<file path="src/rtl/gcf_seq_engine.sv">
// gcf_seq_engine: handshaked greatest-common-factor engine.
// Euclid's algorithm by repeated subtraction, one subtraction per clock.
// Handshake: in_valid/in_ready accepts an operand pair, out_valid/out_ready
// returns the result. One pair is in flight at a time.
// Optional feature macro: GCF_CYCLE_COUNT_EN adds the 'cycles' output, a
// saturating count of CALC cycles spent on the most recent pair.
module gcf_seq_engine #(
    parameter int N     = 16,
    parameter int CNT_W = N + 1
) (
    input  logic             clk,
    input  logic             rst_n,
    input  logic             in_valid,
    output logic             in_ready,
    input  logic [N-1:0]     a,
    input  logic [N-1:0]     b,
    output logic             out_valid,
    input  logic             out_ready,
    output logic [N-1:0]     res
`ifdef GCF_CYCLE_COUNT_EN
    ,
    output logic [CNT_W-1:0] cycles
`endif
);

    typedef enum logic [1:0] {
        IDLE = 2'd0,
        CALC = 2'd1,
        DONE = 2'd2
    } state_t;

    state_t       state;
    logic [N-1:0] x;
    logic [N-1:0] y;
    logic         accept;
    logic         finish;

    // Elaboration-time sanity check on the parameters.
    if (N < 2 || CNT_W < 1) begin : g_bad_params
        $error("gcf_seq_engine: N must be >= 2 and CNT_W >= 1");
    end

    // A pair is taken only while idle; the step terminates when either
    // working value reaches zero or the two meet.
    always_comb begin
        accept = (state == IDLE) && in_valid && in_ready;
        finish = (x == '0) || (y == '0) || (x == y);
    end

    // Control FSM with registered handshake outputs and datapath.
    always_ff @(posedge clk or negedge rst_n) begin
        if (!rst_n) begin
            state     <= IDLE;
            x         <= '0;
            y         <= '0;
            res       <= '0;
            in_ready  <= 1'b1;
            out_valid <= 1'b0;
        end else begin
            case (state)
                IDLE: begin
                    if (accept) begin
                        x        <= a;
                        y        <= b;
                        in_ready <= 1'b0;
                        state    <= CALC;
                    end
                end
                CALC: begin
                    if (finish) begin
                        // One operand is zero or both are equal: x|y is the answer.
                        res       <= x | y;
                        out_valid <= 1'b1;
                        state     <= DONE;
                    end else if (x > y) begin
                        x <= x - y;
                    end else begin
                        y <= y - x;
                    end
                end
                DONE: begin
                    if (out_ready) begin
                        out_valid <= 1'b0;
                        in_ready  <= 1'b1;
                        state     <= IDLE;
                    end
                end
                default: begin
                    out_valid <= 1'b0;
                    in_ready  <= 1'b1;
                    state     <= IDLE;
                end
            endcase
        end
    end

`ifdef GCF_CYCLE_COUNT_EN
    localparam logic [CNT_W-1:0] CNT_ONE = CNT_W'(1);

    // CALC cycle counter: cleared on accept, saturating, held otherwise.
    always_ff @(posedge clk or negedge rst_n) begin
        if (!rst_n) begin
            cycles <= '0;
        end else if (accept) begin
            cycles <= '0;
        end else if (state == CALC && cycles != '1) begin
            cycles <= cycles + CNT_ONE;
        end
    end
`endif

endmodule

</file>
<file path="config.mk">
export PLATFORM = sky130hd
export DESIGN_NAME = gcf_seq_engine
export DESIGN_NICKNAME = d
export VERILOG_FILES = /design/src/rtl/gcf_seq_engine.sv
export SDC_FILE = /design/constraint.sdc
export NUM_CORES = 1
export LEC_CHECK = 0
export CAP_MARGIN = 20
export CORE_MARGIN = 5
export CORE_UTILIZATION = 47
export DETAILED_ROUTE_END_ITERATION = 8
export GPL_TIMING_DRIVEN = 1
export PLACE_DENSITY = 0.74
export SLEW_MARGIN = 0
export SYNTH_ARGS = -nofsm -noshare
export SYNTH_HDL_FRONTEND = slang
export SYNTH_SLANG_ARGS = --single-unit
</file>
<file path="constraint.sdc">
create_clock -name clk -period 4.9 [get_ports clk]
set_input_delay 0.98 -clock clk [delete_from_list [all_inputs] [get_ports clk]]
set_output_delay 0.98 -clock clk [all_outputs]
set_load 0.03 [all_outputs]
</file>
# == Yosys cells after proc, flatten, opt, wreduce, memory -nomap -nowiden ==
# Cells that the tools add are included.
# word_totals
register_bits,52
out_inout_bits,18
# classes
n_addsub,2
order_cmp,1
n_eq_ne,9
n_mux,18
bitwise_logic,3
reduce_logical,14
# ops
operator,n
16-bit 2-to-1 mux,6
16-bit case mux with 2 select lines,2
16-bit zero test,2
16-bit subtractor,2
16-bit == test,1
16-bit > comparator,1
16-bit bitwise OR,1
2-bit inequality test (second input constant),6
3-bit AND reduction,3
4-bit AND reduction,2
2-bit 2-to-1 mux,3
1-bit case mux with 3 select lines,2
2-bit case mux with 3 select lines,1
1-bit 2-to-1 mux,4
2-bit by 1-bit == test with 1-bit output (second input constant),1
2-bit == test (second input constant),1
1-bit logical AND,2
2-bit zero test,1
1-bit logical OR,2
1-bit NOT,2
2-bit AND reduction,1
2-bit nonzero test,1

# == Longest topological paths before layout ==
# Gate-level depths: netlist of the first run.
# depth
depth_word,5
depth_mapped,11
ltp_nobuf,9

# == Least setup slack after synthesis of the first run ==
# Ideal clock, no wire load.
# synth_path
path_kind,reg2reg
start,register y[0]
end,register y[14]
arrival_ps,2519
required_ps,4821
slack_ps,2301
stages_incl_launch_ff,10
n_path_buf,0
period_less_slack_ps,2599
path_cell_list,dfrtp_1 inv_1 ha_1 fa_1 o21ba_2 or4_1 a21o_1 a31oi_1 mux2_2 mux2i_1
# synth_via
elab_chain_cells,5
word_cells_on_any_way,12
# synth_lines
element,line,text
"start, declared",34,logic [N-1:0] y;
"start signal, assigned",78,y <= y - x;
branches (longest 5 deep; another with 16-bit subtractor),n/a,
# Several ways; the timed one is not identified. The select of a mux whose other input is x is not followed.
# A chain may end at the register's enable or synchronous reset.

# == Final worst setup path of the first run ==
# layout_path
start,register y[9]
end,register x[13]
# layout_via
elab_chain_cells,5
word_cells_on_any_way,12
# layout_lines
element,line,text
branches (longest 5 deep; another with 16-bit subtractor),n/a,
"end signal, assigned",76,x <= x - y;
"end, declared",33,logic [N-1:0] x;
# Several ways; the timed one is not identified. The select of a mux whose other input is x is not followed.

==> flow_metrics.env, run 1 <==
export IMPL_status="completed"
export IMPL_clk_latency_ns=0.32
export IMPL_synth_area_leaders="dfrtp_1 29%, ha_1 13%, nand2_1 4.4%"
export IMPL_dr_pass1_iters=5
export IMPL_grt_pass1_wl_um=21170
export IMPL_switchingPower_uw=2063
export IMPL_synthArstFlopShare_pct=100.0
export IMPL_first_global_vias=3903
export IMPL_hpwlAfterDp_um=10410
export IMPL_grt_overflow=0
export IMPL_ff2ff_setup_slack_ns=1.62
export IMPL_placed_cells=680
export IMPL_synthesis_nets=601
export IMPL_fin_skew_ns=0.01543
export IMPL_rsz0062_at_grt="false"
export IMPL_end_kind="flip-flop"
export IMPL_place_gp_congestion=0.9486
export IMPL_drt_met1_wl_um=6054
export IMPL_n_antenna_cell=0
export IMPL_wl_per_cell_um=19.49
export IMPL_port_buffers=53
export IMPL_worst_pin_slew_ns=0.8533
export IMPL_max_slew_margin_pct=42.59
export IMPL_reg2reg_to="x[13]$_DFFE_PN0P_"
export IMPL_grt_usage_pct=23.77
export IMPL_final_nets=644
export IMPL_maxCapViolations=0
export IMPL_core_area_mm2=0.009240
export IMPL_min_from="res[8]$_DFFE_PN0P_"
export IMPL_swShare_pct=52.80
export IMPL_drive_above_1_share_pct=7.500
export IMPL_rows=35
export IMPL_finalSetupTns_ns=0
export IMPL_worstSetupPathType="reg -> reg"
export IMPL_hold_path_cell_count=2
export IMPL_seqPwrFrac_pct=19.2
export IMPL_whs_endpoint="res[8]$_DFFE_PN0P_"
export IMPL_yosysMostFrequentCell="nand2_1"
export IMPL_syn_avg_cell_area_um2=8.606
export IMPL_setup_viol=0
export IMPL_die_area_mm2=0.01149
export IMPL_routed_top_layer="met5"
export IMPL_finish_utilization_pct=55.96
export IMPL_cp_start_kind="flip-flop"
export IMPL_die_height_um=107.2
export IMPL_path_clk_slew_ns=0.10
export IMPL_cts_resized=0
export IMPL_period_share_pct=66.93
export IMPL_post_dp_cell_area_mm2=0.005030
export IMPL_synth_area_mm2=0.004441
export IMPL_cts_sinks=52
export IMPL_r2r_start="y[9]$_DFFE_PN0P_"
export IMPL_routed_via_density=5.938
export IMPL_ff2ff_path_depth=8
export IMPL_leakage_uw=0.002276
export IMPL_cp_arrival_ns=3.48
export IMPL_post_route_drc_count=0
export IMPL_peakVddDrop_v=0.0003116
export IMPL_hold_viol=0
export IMPL_ant_nets=0
export IMPL_met3_length_um=1070
export IMPL_ys_types=70
export IMPL_root_buffer="clkbuf_8"
export IMPL_p_per_area_mw_per_mm2=755.4
export IMPL_synth_ff_latch_count=52
export IMPL_cts_buffers=5
export IMPL_yosysTopAreaCell="dfrtp_1"
export IMPL_cts_max_level=2
export IMPL_syn_to_final_growth_pct=16.46
export IMPL_antenna_found_initial=1
export IMPL_synth_edf_count=0
export IMPL_grt_max_degree=53
export IMPL_worstSetupStartpoint="y[9]$_DFFE_PN0P_"
export IMPL_clk_path_buf_depth=2
export IMPL_cts_setup_buffers=0
export IMPL_ys_seq_area_share_pct=29.33
export IMPL_synth_ff_type="dfrtp_1"
export IMPL_final_cell_count_no_fill=689
export IMPL_routed_wl_um=13430
export IMPL_critical_path_required_ns=5.10
export IMPL_tritoncts="built"
export IMPL_final_area_mm2=0.005171
export IMPL_crit_fanout=14
export IMPL_post_route_min_period_ns=3.279
export IMPL_yosysTopAreaCellShare_pct=28.74
export IMPL_clkPwrFrac_pct=8.6
export IMPL_drt_iter0_drc=383
export IMPL_yosysWarnings=0
export IMPL_worstHoldPathType="reg -> reg"
export IMPL_io_pins=54
export IMPL_route_vias_total=4091
export IMPL_holdBufCountCts=0
export IMPL_synth_commonest_cells="52 x nand2_1, 51 x dfrtp_1, 47 x ha_1, 47 x inv_1, 34 x nor2_1"
export IMPL_intPower_uw=1844
export IMPL_pwr_share_comb_pct=72.2
export IMPL_wl_met2_um=6093
export IMPL_slew_viol_final=0
export IMPL_fp_dieW_um=107.2
export IMPL_start_util_pct=48.06
export IMPL_syn_inst=516
export IMPL_fmax_mhz=304.9
==> worst max-delay path by stage <==
stage                         to  slack [ns]  depth (start not counted)
6_report       x[13]$_DFFE_PN0P_        1.62                          8
5_1_grt        x[13]$_DFFE_PN0P_        1.53                          8
4_1_cts        x[13]$_DFFE_PN0P_        1.69                          8
3_5_place_dp   x[13]$_DFFE_PN0P_        1.70                          8
3_3_place_gp   x[13]$_DFFE_PN0P_        1.71                          8
2_1_floorplan  y[14]$_DFFE_PN0P_        2.30                          9
==> power by group through the flow <==
stage,clock network [uW],registers (uW),logic (uW)
floorplan,0,693,2130
finish,337,750,2820
CTS,344,743,2760
detailed placement,0,751,2740
global placement,0,747,2710
global route,360,763,3060
==> per-stage QoR <==
stage,total power [uW],worst slack (ns),hold slack (ns)
after detailed placement,3491,1.704,0.4696
after CTS,3846,1.685,0.4918
after floorplan,2826,2.301,0.5080
after global placement,3455,1.712,0.4598
final,3906,1.621,0.4837
after global routing,4185,1.526,0.5275
==> metal layers <==
metal	track usage, %	vias up
li1	-	1914
met1	33.64	1952
met2	37.40	201
met3	4.937	22
met4	5.205	2
met5	0	-
==> registers in the layout, summed over array words and instances, names as in the netlist <==
signal,cells
in_ready,1
y,16
out_valid,1
res,16
x,16
state,2
==> area by class of cell <==
type	instances	area [um2]
Clock buffer	7	96.34
Clock inverter	1	30.03
Fill cell	897	4069
Inverter	49	183.9
Multi-Input combinational cell	393	2826
Sequential cell	52	1303
Tap cell	129	161.4
Timing Repair Buffer	58	570.5
==> kinds of logic (layout without fill, tap and decap cells) <==
logic type / after synthesis / in the layout / share of synthesized area (%)
compound gates: 131 / 131 / 20.40
xor+xnor: 14 / 14 / 2.761
flops: 52 / 52 / 29.33
buf+inv: 71 / 115 / 7.157
fa+ha+maj: 49 / 49 / 14.14
simple gates: 177 / 177 / 20.85
mux: 22 / 22 / 5.354
==> layout by cell type (no fill, tap or decap), types with 11 or more instances in the layout <==
cell type and instances:
nand2b_1 11, clkdlybuf4s50_1 52, xnor2_1 14, dfrtp_1 51
inv_1 47, a21oi_1 19, nor3_1 12, nor2_1 34
ha_1 47, nand3_1 13, nor2b_1 14, o21ai_0 31
nand2_1 52
==> critical path, stage by stage (launching register included) <==
cell	delay (ns)
dfrtp_1	0.46
inv_1	0.10
ha_1	0.52
nor4_1	0.82
o21ai_0	0.35
a31oi_1	0.36
or4_1	0.16
a31oi_1	0.09
mux2_1	0.32
No activity file was read; power rests on OpenSTA's default activity.
==> inputs of run 2 (changes only) <==
--- a/config.mk
+++ b/config.mk
@@ -10,7 +10,7 @@
 export CORE_UTILIZATION = 47
 export DETAILED_ROUTE_END_ITERATION = 8
 export GPL_TIMING_DRIVEN = 1
-export PLACE_DENSITY = 0.74
+export PLACE_DENSITY = 0.77
 export SLEW_MARGIN = 0
 export SYNTH_ARGS = -nofsm -noshare
 export SYNTH_HDL_FRONTEND = slang
==> constraint.sdc (replaced) <==
create_clock -name clk -period 3 [get_ports clk]
set_input_delay 0.6 -clock clk [delete_from_list [all_inputs] [get_ports clk]]
set_output_delay 0.6 -clock clk [all_outputs]
set_load 0.03 [all_outputs]
==> run 2 against run 1 <==
Combinational power up 72%. Die area unchanged. Non-clock buffer count up 16.
==> flow_metrics.env, run 2 (synthesis results as in run 1) <==
export IMPL_status="completed"
export IMPL_hpwlAfterDp_um=10490
export IMPL_grt_util_met1_pct=34.02
export IMPL_grt_max_degree=47
export IMPL_seqCellArea_mm2=0.001304
export IMPL_p_per_area_mw_per_mm2=1231
export IMPL_leakage_uw=0.002340
export IMPL_clk_latency_ns=0.31
export IMPL_fmax_mhz=350.5
export IMPL_drt_iter0_drc=378
export IMPL_die_height_um=107.2
export IMPL_fp_dieW_um=107.2
export IMPL_worstSetupPathType="reg -> reg"
export IMPL_core_area_mm2=0.009240
export IMPL_routed_via_density=5.901
export IMPL_hold_slack_ns=0.3158
export IMPL_io_pins=54
export IMPL_route_vias_total=4160
export IMPL_end_kind="flip-flop"
export IMPL_die_area_mm2=0.01149
export IMPL_syn_to_final_growth_pct=19.30
export IMPL_grt_usage_pct=23.83
export IMPL_slowest_stage="or4_4"
export IMPL_final_cell_mix="52 x nand2_1, 52 x clkdlybuf4s50_1, 50 x dfrtp_1"
export IMPL_port_buffers=53
export IMPL_worstHoldPathType="in -> async"
export IMPL_start_util_pct=48.06
export IMPL_crit_chain="inv_1, ha_1, fa_1, o21ba_2, or4_4, a21o_1, a31oi_1, mux2_2, mux2i_1"
export IMPL_use_met2_pct=36.06
export IMPL_worst_pin_slew_ns=0.7259
export IMPL_switchingPower_uw=3408
export IMPL_met3_usage_pct=5.117
export IMPL_gr_max_usage_layer="met2"
export IMPL_seqPwrFrac_pct=18.7
export IMPL_pwr_share_comb_pct=74.5
export IMPL_final_cell_count_no_fill=705
export IMPL_root_buffer="clkbuf_8"
export IMPL_path_clk_slew_ns=0.10
export IMPL_first_global_vias=4068
export IMPL_drive_above_1_share_pct=10.76
export IMPL_cts_sinks=52
export IMPL_crit_fanout=4
export IMPL_peakVddDrop_v=0.0004946
export IMPL_cp_start_kind="flip-flop"
export IMPL_grt_overflow=0
export IMPL_dr_pass1_iters=5
export IMPL_clk_path_buf_depth=2
export IMPL_reg_largest_list="res (16), x (16), y (16)"
export IMPL_rsz0062_at_grt="true"
export IMPL_wl_per_cell_um=18.82
export IMPL_post_route_drc_count=0
export IMPL_final_nets=660
export IMPL_multi_input_area_mm2=0.002846
export IMPL_period_share_pct=95.11
export IMPL_num_fill_cells=854
export IMPL_maxCapViolations=0
export IMPL_critical_path_required_ns=3.24
export IMPL_cp_arrival_ns=3.09
export IMPL_routed_wl_um=13270
export IMPL_place_gp_congestion=0.9811
export IMPL_n_antenna_cell=0
export IMPL_post_route_min_period_ns=2.853
export IMPL_tritoncts="built"
export IMPL_cts_max_level=2
export IMPL_cpPeakStageDelay_ns=0.45
export IMPL_max_slew_margin_pct=51.39
export IMPL_intPower_uw=3112
export IMPL_slew_viol_final=0
export IMPL_ant_nets=0
export IMPL_cts_buffers=5
export IMPL_clkPwrFrac_pct=6.8
export IMPL_fin_skew_ns=0.008136
export IMPL_placed_cells=697
export IMPL_antenna_found_initial=0
export IMPL_power_total_uw=6520
export IMPL_grt_pass1_wl_um=21330
export IMPL_hold_viol=0
export IMPL_setup_viol=0
export IMPL_rows=35
export IMPL_swShare_pct=52.28
run 2: cell type report:
type | count | area share, %
Inverter | 49 | 3.472
Sequential cell | 52 | 24.61
Clock buffer | 7 | 1.630
Clock inverter | 1 | 0.1417
Multi-Input combinational cell | 393 | 53.73
Tap cell | 129 | 3.047
Timing Repair Buffer | 74 | 13.37
run 2: power by group through the flow:
stage / clock network, uW / logic, uW / registers [uW]
finish: 441 / 4860 / 1220
global route: 478 / 5290 / 1250
CTS: 455 / 4720 / 1210
detailed placement: 0 / 4690 / 1220
global placement: 0 / 4630 / 1220
floorplan: 0 / 3480 / 1130
run 2: stage by stage:
stage / setup slack (ns) / util (%) / area [um2] / TNS, ns
6_report: 0.1467 / 57.33 / 5298 / 0
5_1_grt: -0.002515 / 57.33 / 5298 / -0.002515
4_1_cts: 0.03618 / 57.10 / 5276 / 0
3_5_place_dp: 0.06477 / 56.09 / 5182 / 0
3_3_place_gp: 0.04655 / 56.09 / 5182 / 0
2_1_floorplan: 0.4014 / - / 4441 / 0
run 2: worst paths after layout:
check	from	endpoint	slack, ns	cells past startpoint
setup / recovery	y[0]$_DFFE_PN0P_	y[14]$_DFFE_PN0P_	0.15	9
hold / removal	rst_n	res[11]$_DFFE_PN0P_	0.32	1
setup reg to reg	y[0]$_DFFE_PN0P_	y[14]$_DFFE_PN0P_	0.15	9
hold reg to reg	res[8]$_DFFE_PN0P_	res[8]$_DFFE_PN0P_	0.49	2
max in group asynchronous	rst_n	y[5]$_DFFE_PN0P_	2.11	2
min in group clk	res[8]$_DFFE_PN0P_	res[8]$_DFFE_PN0P_	0.49	2
run 2: routing by layer:
metal	wire [um]	share of wire, %
met5	0	0
met4	377	2.8
met3	1206	9.1
met2	5868	44
met1	5815	44
run 2: timing repair:
action / CTS / global route
buffers inserted: 0 / 0
gates resized for setup: 0 / 6
hold buffers: 0 / 0
endpoints found under the setup margin: 0 / 16
run 2: critical path, delay by kind of cell, from the launching register on:
| family | cells | cell delay [ns] |
|---|---|---|
| muxes | 2 | 0.50 |
| DFF | 1 | 0.43 |
| buffers and inverters | 1 | 0.08 |
| adders and majority gates | 2 | 0.65 |
| and+or+nand+nor | 1 | 0.45 |
| AOI/OAI and AO/OA | 3 | 0.68 |
